$ cat config.mk
export PLATFORM = sky130hd
export DESIGN_NAME = mips_multicycle_ctrl
export DESIGN_NICKNAME = d
export VERILOG_FILES = /design/src/rtl/mips_multicycle_ctrl.sv
export SDC_FILE = /design/constraint.sdc
export NUM_CORES = 1
export LEC_CHECK = 0
export CORE_AREA = 3 3 77 61
export CTS_BUF_LIST = sky130_fd_sc_hd__clkbuf_8
export DETAILED_ROUTE_END_ITERATION = 16
export DIE_AREA = 0 0 80 64
export PLACE_DENSITY = 0.62
export SYNTH_ARGS = -nofsm -noshare
export SYNTH_HDL_FRONTEND = slang
export SYNTH_SLANG_ARGS = --single-unit
$ cat constraint.sdc
create_clock -name CLK -period 2.71 [get_ports CLK]
set_input_delay 0.6775 -clock CLK [delete_from_list [all_inputs] [get_ports CLK]]
set_output_delay 0.6775 -clock CLK [all_outputs]
set_load 0.05 [all_outputs]
$ cat src/rtl/mips_multicycle_ctrl.sv
// -----------------------------------------------------------------------------
// mips_multicycle_ctrl
//
// Moore control FSM for a multicycle MIPS datapath (PC, IR, register file, ALU,
// unified memory). It decodes the IR opcode/funct fields and drives the
// per-state enables and mux selects. It also counts retired instructions and
// traps on unsupported encodings.
//
// Optional feature macro: MCTL_MEMWAIT_EN
//   defined   : FETCH, MEM_RD and MEM_WR stall until mem_ready=1
//   undefined : mem_ready is ignored and every memory state takes one cycle
//
// Ports
//   CLK         in   clock; all state changes on the rising edge
//   RST         in   synchronous active-high reset
//   opcode      in   IR[31:26]
//   funct       in   IR[5:0]
//   zero        in   ALU zero flag, sampled in BRANCH
//   mem_ready   in   memory access complete (MCTL_MEMWAIT_EN builds only)
//   pc_we       out  PC write
//   pc_src      out  0 ALU result, 1 ALUOut (branch target), 2 jump target
//   iord        out  memory address select: 0 PC, 1 ALUOut
//   mem_re      out  memory read
//   mem_we      out  memory write
//   ir_we       out  IR load
//   reg_we      out  register file write
//   reg_dst     out  0 rt, 1 rd
//   mem_to_reg  out  0 ALUOut, 1 MDR
//   alu_src_a   out  0 PC, 1 A
//   alu_src_b   out  0 B, 1 const 4, 2 sign-ext imm, 3 sign-ext imm<<2
//   alu_op      out  0 AND, 1 OR, 2 ADD, 3 XOR, 4 NOR, 6 SUB, 7 SLT
//   illegal     out  high while in TRAP
//   state       out  current state encoding (debug)
//   inst_count  out  retired-instruction counter, wraps modulo 2^CNT_W
// -----------------------------------------------------------------------------
module mips_multicycle_ctrl #(
  parameter int CNT_W = 16
) (
  input  logic             CLK,
  input  logic             RST,
  input  logic [5:0]       opcode,
  input  logic [5:0]       funct,
  input  logic             zero,
  input  logic             mem_ready,
  output logic             pc_we,
  output logic [1:0]       pc_src,
  output logic             iord,
  output logic             mem_re,
  output logic             mem_we,
  output logic             ir_we,
  output logic             reg_we,
  output logic             reg_dst,
  output logic             mem_to_reg,
  output logic             alu_src_a,
  output logic [1:0]       alu_src_b,
  output logic [2:0]       alu_op,
  output logic             illegal,
  output logic [3:0]       state,
  output logic [CNT_W-1:0] inst_count
);

  typedef enum logic [3:0] {
    FETCH  = 4'd0,
    DECODE = 4'd1,
    EXEC_R = 4'd2,
    EXEC_I = 4'd3,
    ADDR   = 4'd4,
    MEM_RD = 4'd5,
    MEM_WR = 4'd6,
    WB_R   = 4'd7,
    WB_MEM = 4'd8,
    BRANCH = 4'd9,
    JUMP   = 4'd10,
    TRAP   = 4'd11
  } state_e;

  localparam logic [2:0] ALU_AND = 3'd0;
  localparam logic [2:0] ALU_OR  = 3'd1;
  localparam logic [2:0] ALU_ADD = 3'd2;
  localparam logic [2:0] ALU_XOR = 3'd3;
  localparam logic [2:0] ALU_NOR = 3'd4;
  localparam logic [2:0] ALU_SUB = 3'd6;
  localparam logic [2:0] ALU_SLT = 3'd7;

  state_e           state_q, state_d;
  logic [CNT_W-1:0] count_q, count_d;
  logic             retire;

  // Memory handshake: a memory state (FETCH, MEM_RD, MEM_WR) presents its
  // request and holds every output steady while mem_ok is low; the access
  // completes in the cycle mem_ok is high, which is also the only cycle in
  // which the architectural write enables of FETCH (pc_we, ir_we) pulse.
  logic mem_ok;
`ifdef MCTL_MEMWAIT_EN
  assign mem_ok = mem_ready;
`else
  logic unused_mem_ready;
  assign unused_mem_ready = mem_ready;
  assign mem_ok           = 1'b1;
`endif

  // R-type function decode: legality and ALU operation.
  logic       r_legal;
  logic [2:0] r_alu;
  always_comb begin
    r_legal = 1'b1;
    r_alu   = ALU_ADD;
    case (funct)
      6'h20:   r_alu = ALU_ADD;
      6'h22:   r_alu = ALU_SUB;
      6'h24:   r_alu = ALU_AND;
      6'h25:   r_alu = ALU_OR;
      6'h26:   r_alu = ALU_XOR;
      6'h27:   r_alu = ALU_NOR;
      6'h2A:   r_alu = ALU_SLT;
      default: r_legal = 1'b0;
    endcase
  end

  // Immediate ALU operation from the opcode (only consulted in EXEC_I).
  logic [2:0] i_alu;
  always_comb begin
    i_alu = ALU_ADD;
    case (opcode)
      6'h0C:   i_alu = ALU_AND;
      6'h0D:   i_alu = ALU_OR;
      6'h0A:   i_alu = ALU_SLT;
      default: i_alu = ALU_ADD;
    endcase
  end

  // Next-state and Moore outputs. The IR is only reloaded in FETCH, so
  // opcode/funct are stable throughout DECODE..retire and may shape outputs.
  always_comb begin
    state_d    = FETCH;
    retire     = 1'b0;
    pc_we      = 1'b0;
    pc_src     = 2'd0;
    iord       = 1'b0;
    mem_re     = 1'b0;
    mem_we     = 1'b0;
    ir_we      = 1'b0;
    reg_we     = 1'b0;
    reg_dst    = 1'b0;
    mem_to_reg = 1'b0;
    alu_src_a  = 1'b0;
    alu_src_b  = 2'd0;
    alu_op     = ALU_AND;
    illegal    = 1'b0;

    case (state_q)
      FETCH: begin
        mem_re    = 1'b1;
        alu_src_b = 2'd1;
        alu_op    = ALU_ADD;
        ir_we     = mem_ok;
        pc_we     = mem_ok;
        state_d   = mem_ok ? DECODE : FETCH;
      end
      DECODE: begin
        // Branch target is computed speculatively into ALUOut here.
        alu_src_b = 2'd3;
        alu_op    = ALU_ADD;
        case (opcode)
          6'h00:                      state_d = r_legal ? EXEC_R : TRAP;
          6'h08, 6'h0C, 6'h0D, 6'h0A: state_d = EXEC_I;
          6'h23, 6'h2B:               state_d = ADDR;
          6'h04, 6'h05:               state_d = BRANCH;
          6'h02:                      state_d = JUMP;
          default:                    state_d = TRAP;
        endcase
      end
      EXEC_R: begin
        alu_src_a = 1'b1;
        alu_op    = r_alu;
        state_d   = WB_R;
      end
      EXEC_I: begin
        alu_src_a = 1'b1;
        alu_src_b = 2'd2;
        alu_op    = i_alu;
        state_d   = WB_R;
      end
      WB_R: begin
        reg_we  = 1'b1;
        reg_dst = (opcode == 6'h00);
        retire  = 1'b1;
        state_d = FETCH;
      end
      ADDR: begin
        alu_src_a = 1'b1;
        alu_src_b = 2'd2;
        alu_op    = ALU_ADD;
        state_d   = (opcode == 6'h2B) ? MEM_WR : MEM_RD;
      end
      MEM_RD: begin
        iord    = 1'b1;
        mem_re  = 1'b1;
        state_d = mem_ok ? WB_MEM : MEM_RD;
      end
      WB_MEM: begin
        reg_we     = 1'b1;
        mem_to_reg = 1'b1;
        retire     = 1'b1;
        state_d    = FETCH;
      end
      MEM_WR: begin
        iord    = 1'b1;
        mem_we  = 1'b1;
        retire  = mem_ok;
        state_d = mem_ok ? FETCH : MEM_WR;
      end
      BRANCH: begin
        alu_src_a = 1'b1;
        alu_op    = ALU_SUB;
        pc_src    = 2'd1;
        pc_we     = (opcode == 6'h05) ? ~zero : zero;
        retire    = 1'b1;
        state_d   = FETCH;
      end
      JUMP: begin
        pc_src  = 2'd2;
        pc_we   = 1'b1;
        retire  = 1'b1;
        state_d = FETCH;
      end
      TRAP: begin
        illegal = 1'b1;
        state_d = TRAP;
      end
      default: state_d = FETCH;
    endcase

    // Reset suppresses every architectural write in the cycle it is held.
    if (RST) begin
      pc_we  = 1'b0;
      ir_we  = 1'b0;
      mem_we = 1'b0;
      reg_we = 1'b0;
    end
  end

  assign count_d = count_q + CNT_W'(retire);

  always_ff @(posedge CLK) begin
    if (RST) begin
      state_q <= FETCH;
      count_q <= '0;
    end else begin
      state_q <= state_d;
      count_q <= count_d;
    end
  end

  assign state      = state_q;
  assign inst_count = count_q;

endmodule

==> summary.txt <==
STA
  • Fin. Hold Viols: 0
  • Final period utilization: 0.9713
  • RSZ-0062 raised after global routing: no
  • Final hold slack: between 0.5 and 0.6 ns
  • Worst rel slew slack: 0.6496
  • Clk_skew: 0.006349 ns
  • Period minus WS final: ~2.6 ns
  • Setup TNS: 0 ns
  • Setup violators final: 0
  • Slew Viols, Final: 0
  • Fmax achieved: 379.9 MHz
  • Actual slew at the worst max-slew pin: 0.5248 ns

Yosys
  • YS warnings: 0
  • Post-synthesis register bit count: 20
  • Async set-reset flop share out of synthesis: 0
  • Most used DFF post-synth: dfxtp_1
  • Synth unique cells: between 40 and 50
  • Syn Area/Cell: 7.360 um^2
  • Syn nets: 205
  • Post-Synthesis Cells: 187
  • Post-synth EDFFs: 0
  • Synthesized area: 1376 um^2
  • Register area share after synthesis: 0.2909

Setup path
  • WS Path Type: in -> out
  • R2R setup slack: 0.35 ns
  • Worst endpoint data arrival time: 1.95 ns
  • Critical path required time: 2.03 ns
  • Worst r2r dst: inst_count[13]$_SDFF_PP0_
  • Worst Reg-to-Reg Cells: 8
  • Setup crit end kind: output pin
  • Crit path launch type: primary input
  • Largest fanout on the critical path: 3
  • FF-to-FF Start: state[3]$_SDFF_PP0_

CTS
  • # hold bufs at CTS: 0
  • CTS Sinks: 20
  • Clock transition at path regs: about 0.07 ns
  • Cts bufs inserted: 3
  • Worst skew pair latency: 0.26 ns
  • Post-CTS setup buffer count: 0
  • Htree depth: 1
  • Clock root buffer: clkbuf_8
  • CTS tree: yes
  • Clk buf depth: 2

Min path
  • Hold depth: 3
  • Hold Crit Class: reg -> reg
  • Worst min-delay path endpoint: inst_count[15]$_SDFF_PP0_
  • Worst hold start: inst_count[15]$_SDFF_PP0_

Die
  • IO Count: 53
  • Die ar.: 5120 um^2
  • Cell Rows: 20
  • Starting Density: 0.3437
  • Die width: ~80 um
  • Die Ht: between 60 and 70 um
  • Core Region: 4004 um^2

Cells and area
  • Post-layout util: 0.5594
  • Post-Layout Cell Count: 306
  • Ant diodes: 0
  • Synth-to-Final Area Change: 62.73%
  • # nets final: 271
  • Share of cells above drive strength 1: 0.2231

Route
  • Vias/cell: 5.059
  • WL final: 4086 um
  • Initial DRT Pass Iterations: 4
  • 1st-iter DRT viols: 69
  • Drt drc: 0
  • DRT antenna net count: 0
  • Vias after detailed routing: 1,548
  • Avg WL per Cell: between 10 and 15 um

Global route
  • Grt total ovfl: 0
  • Vias in the first global route: approximately 1,500
  • Largest net degree at the start of global routing: 17
  • Initial antenna violation count: 0
  • All-layer global routing usage: 0.1678
  • First-pass GRT wire length: 6906 um

Placement
  • Port Buf Inserts: 51
  • Inst Count DP: 303
  • RePlAce Congestion: 0.8334
  • HPWL after detailed placement: roughly 3200 um

Power
  • Static leakage: 0.0008396 uW
  • Max VDD drop: 0.9756 mV
  • PwrDens: ~850 nW/um^2

Outcome
  • Outcome: finished clean

Job
  • Max Cap Viol: 0
## cells by family (layout without fill, tap and decap cells)
logic type | count (synthesis) | in the layout | synth area share
buffers and inverters | 17 | 81 | 0.05364
xor gates and xnor gates | 12 | 12 | 0.07636
and+or+nand+nor | 94 | 94 | 0.3555
muxes | 1 | 1 | 0.007273
adders and majority gates | 2 | 2 | 0.01818
AOI/OAI and AO/OA | 41 | 41 | 0.1982
DFF | 20 | 20 | 0.2909
## state kept, by name (all words and copies together) (netlist names)
register / cells
inst_count: 16
state: 4
## per-layer routing
| metal | up-vias | global-route usage | part of all wire |
|---|---|---|---|
| met5 | - | 0 | 0 |
| met4 | 0 | 0.02532 | 0.0042 |
| met3 | 2 | 0.04648 | 0.048 |
| met2 | 33 | 0.2469 | 0.44 |
| met1 | 716 | 0.2472 | 0.51 |
| li1 | 797 | - | - |
## repair_timing
item,4_1_cts,5_1_grt
gates resized for setup,11,4
setup endpoints to repair,5,3
pin swaps,4,4
## stage by stage
step                cell area [um^2]  total power, uW  setup slack [ns]
global placement                2183             1722           -0.2053
finish                          2240             1913           0.07766
CTS                             2231             1922           0.01975
floorplan                       1420             1238           -0.2719
detailed placement              2183             1724           -0.1949
global route                    2240             2016           0.01323
## where the power goes
part	leakage, uW	switching [uW]	internal [uW]
Clock	0.0000216	96.4	99.1
Sequential	0.000162	89.2	328
Combinational	0.000656	800	500
## area by class of cell
| cell class | instances | area [um^2] |
|---|---|---|
| timing repair buffer | 70 | 740.7 |
| inverter | 8 | 30.03 |
| fill | 379 | 1764 |
| multi-input combinational | 150 | 958.4 |
| sequential | 20 | 400.4 |
| tap | 55 | 68.82 |
| clock buffer | 3 | 41.29 |
## critical path: stages
cell and delay, ns:
clkdlybuf4s50_1 0.51, inv_2 0.05, nor4b_2 0.24, o21ai_1 0.12, a21oi_2 0.19, buf_12 0.16
## worst max-delay path by stage
stage | endpoint | startpoint | depth (start not counted) | slack, ns
2_1_floorplan | reg_dst | state[1]$_SDFF_PP0_ | 4 | -0.27
3_3_place_gp | pc_we | opcode[5] | 6 | -0.21
3_5_place_dp | pc_we | opcode[5] | 6 | -0.19
4_1_cts | alu_op[0] | funct[2] | 6 | 0.02
5_1_grt | alu_op[0] | funct[2] | 7 | 0.01
6_report | alu_op[0] | funct[2] | 6 | 0.08
## cell usage after synthesis (4+ instances only)
library cell | count | area (um^2)
nor3_1 | 12 | 60.06
o21ai_0 | 7 | 35.03
inv_1 | 6 | 22.52
nand2_1 | 13 | 48.80
clkbuf_1 | 5 | 18.77
dfxtp_1 | 20 | 400.4
nor2b_1 | 7 | 43.79
xor2_1 | 4 | 35.03
nand3_1 | 6 | 30.03
a21oi_1 | 8 | 40.04
xnor2_1 | 8 | 70.07
nand2b_1 | 6 | 37.54
a31oi_1 | 5 | 31.28
nor2_1 | 29 | 108.9
## layout by cell type (no fill, tap or decap), types with 7 or more instances in the layout
cell type | Yosys | layout
buf_4 | 2 | 23
nor2_1 | 29 | 28
buf_12 | 0 | 10
nor3_1 | 12 | 8
xnor2_1 | 8 | 8
dfxtp_1 | 20 | 20
nor2b_1 | 7 | 7
clkdlybuf4s50_1 | 0 | 28
nand2_1 | 13 | 13
Power figures use the tool's default switching activity.
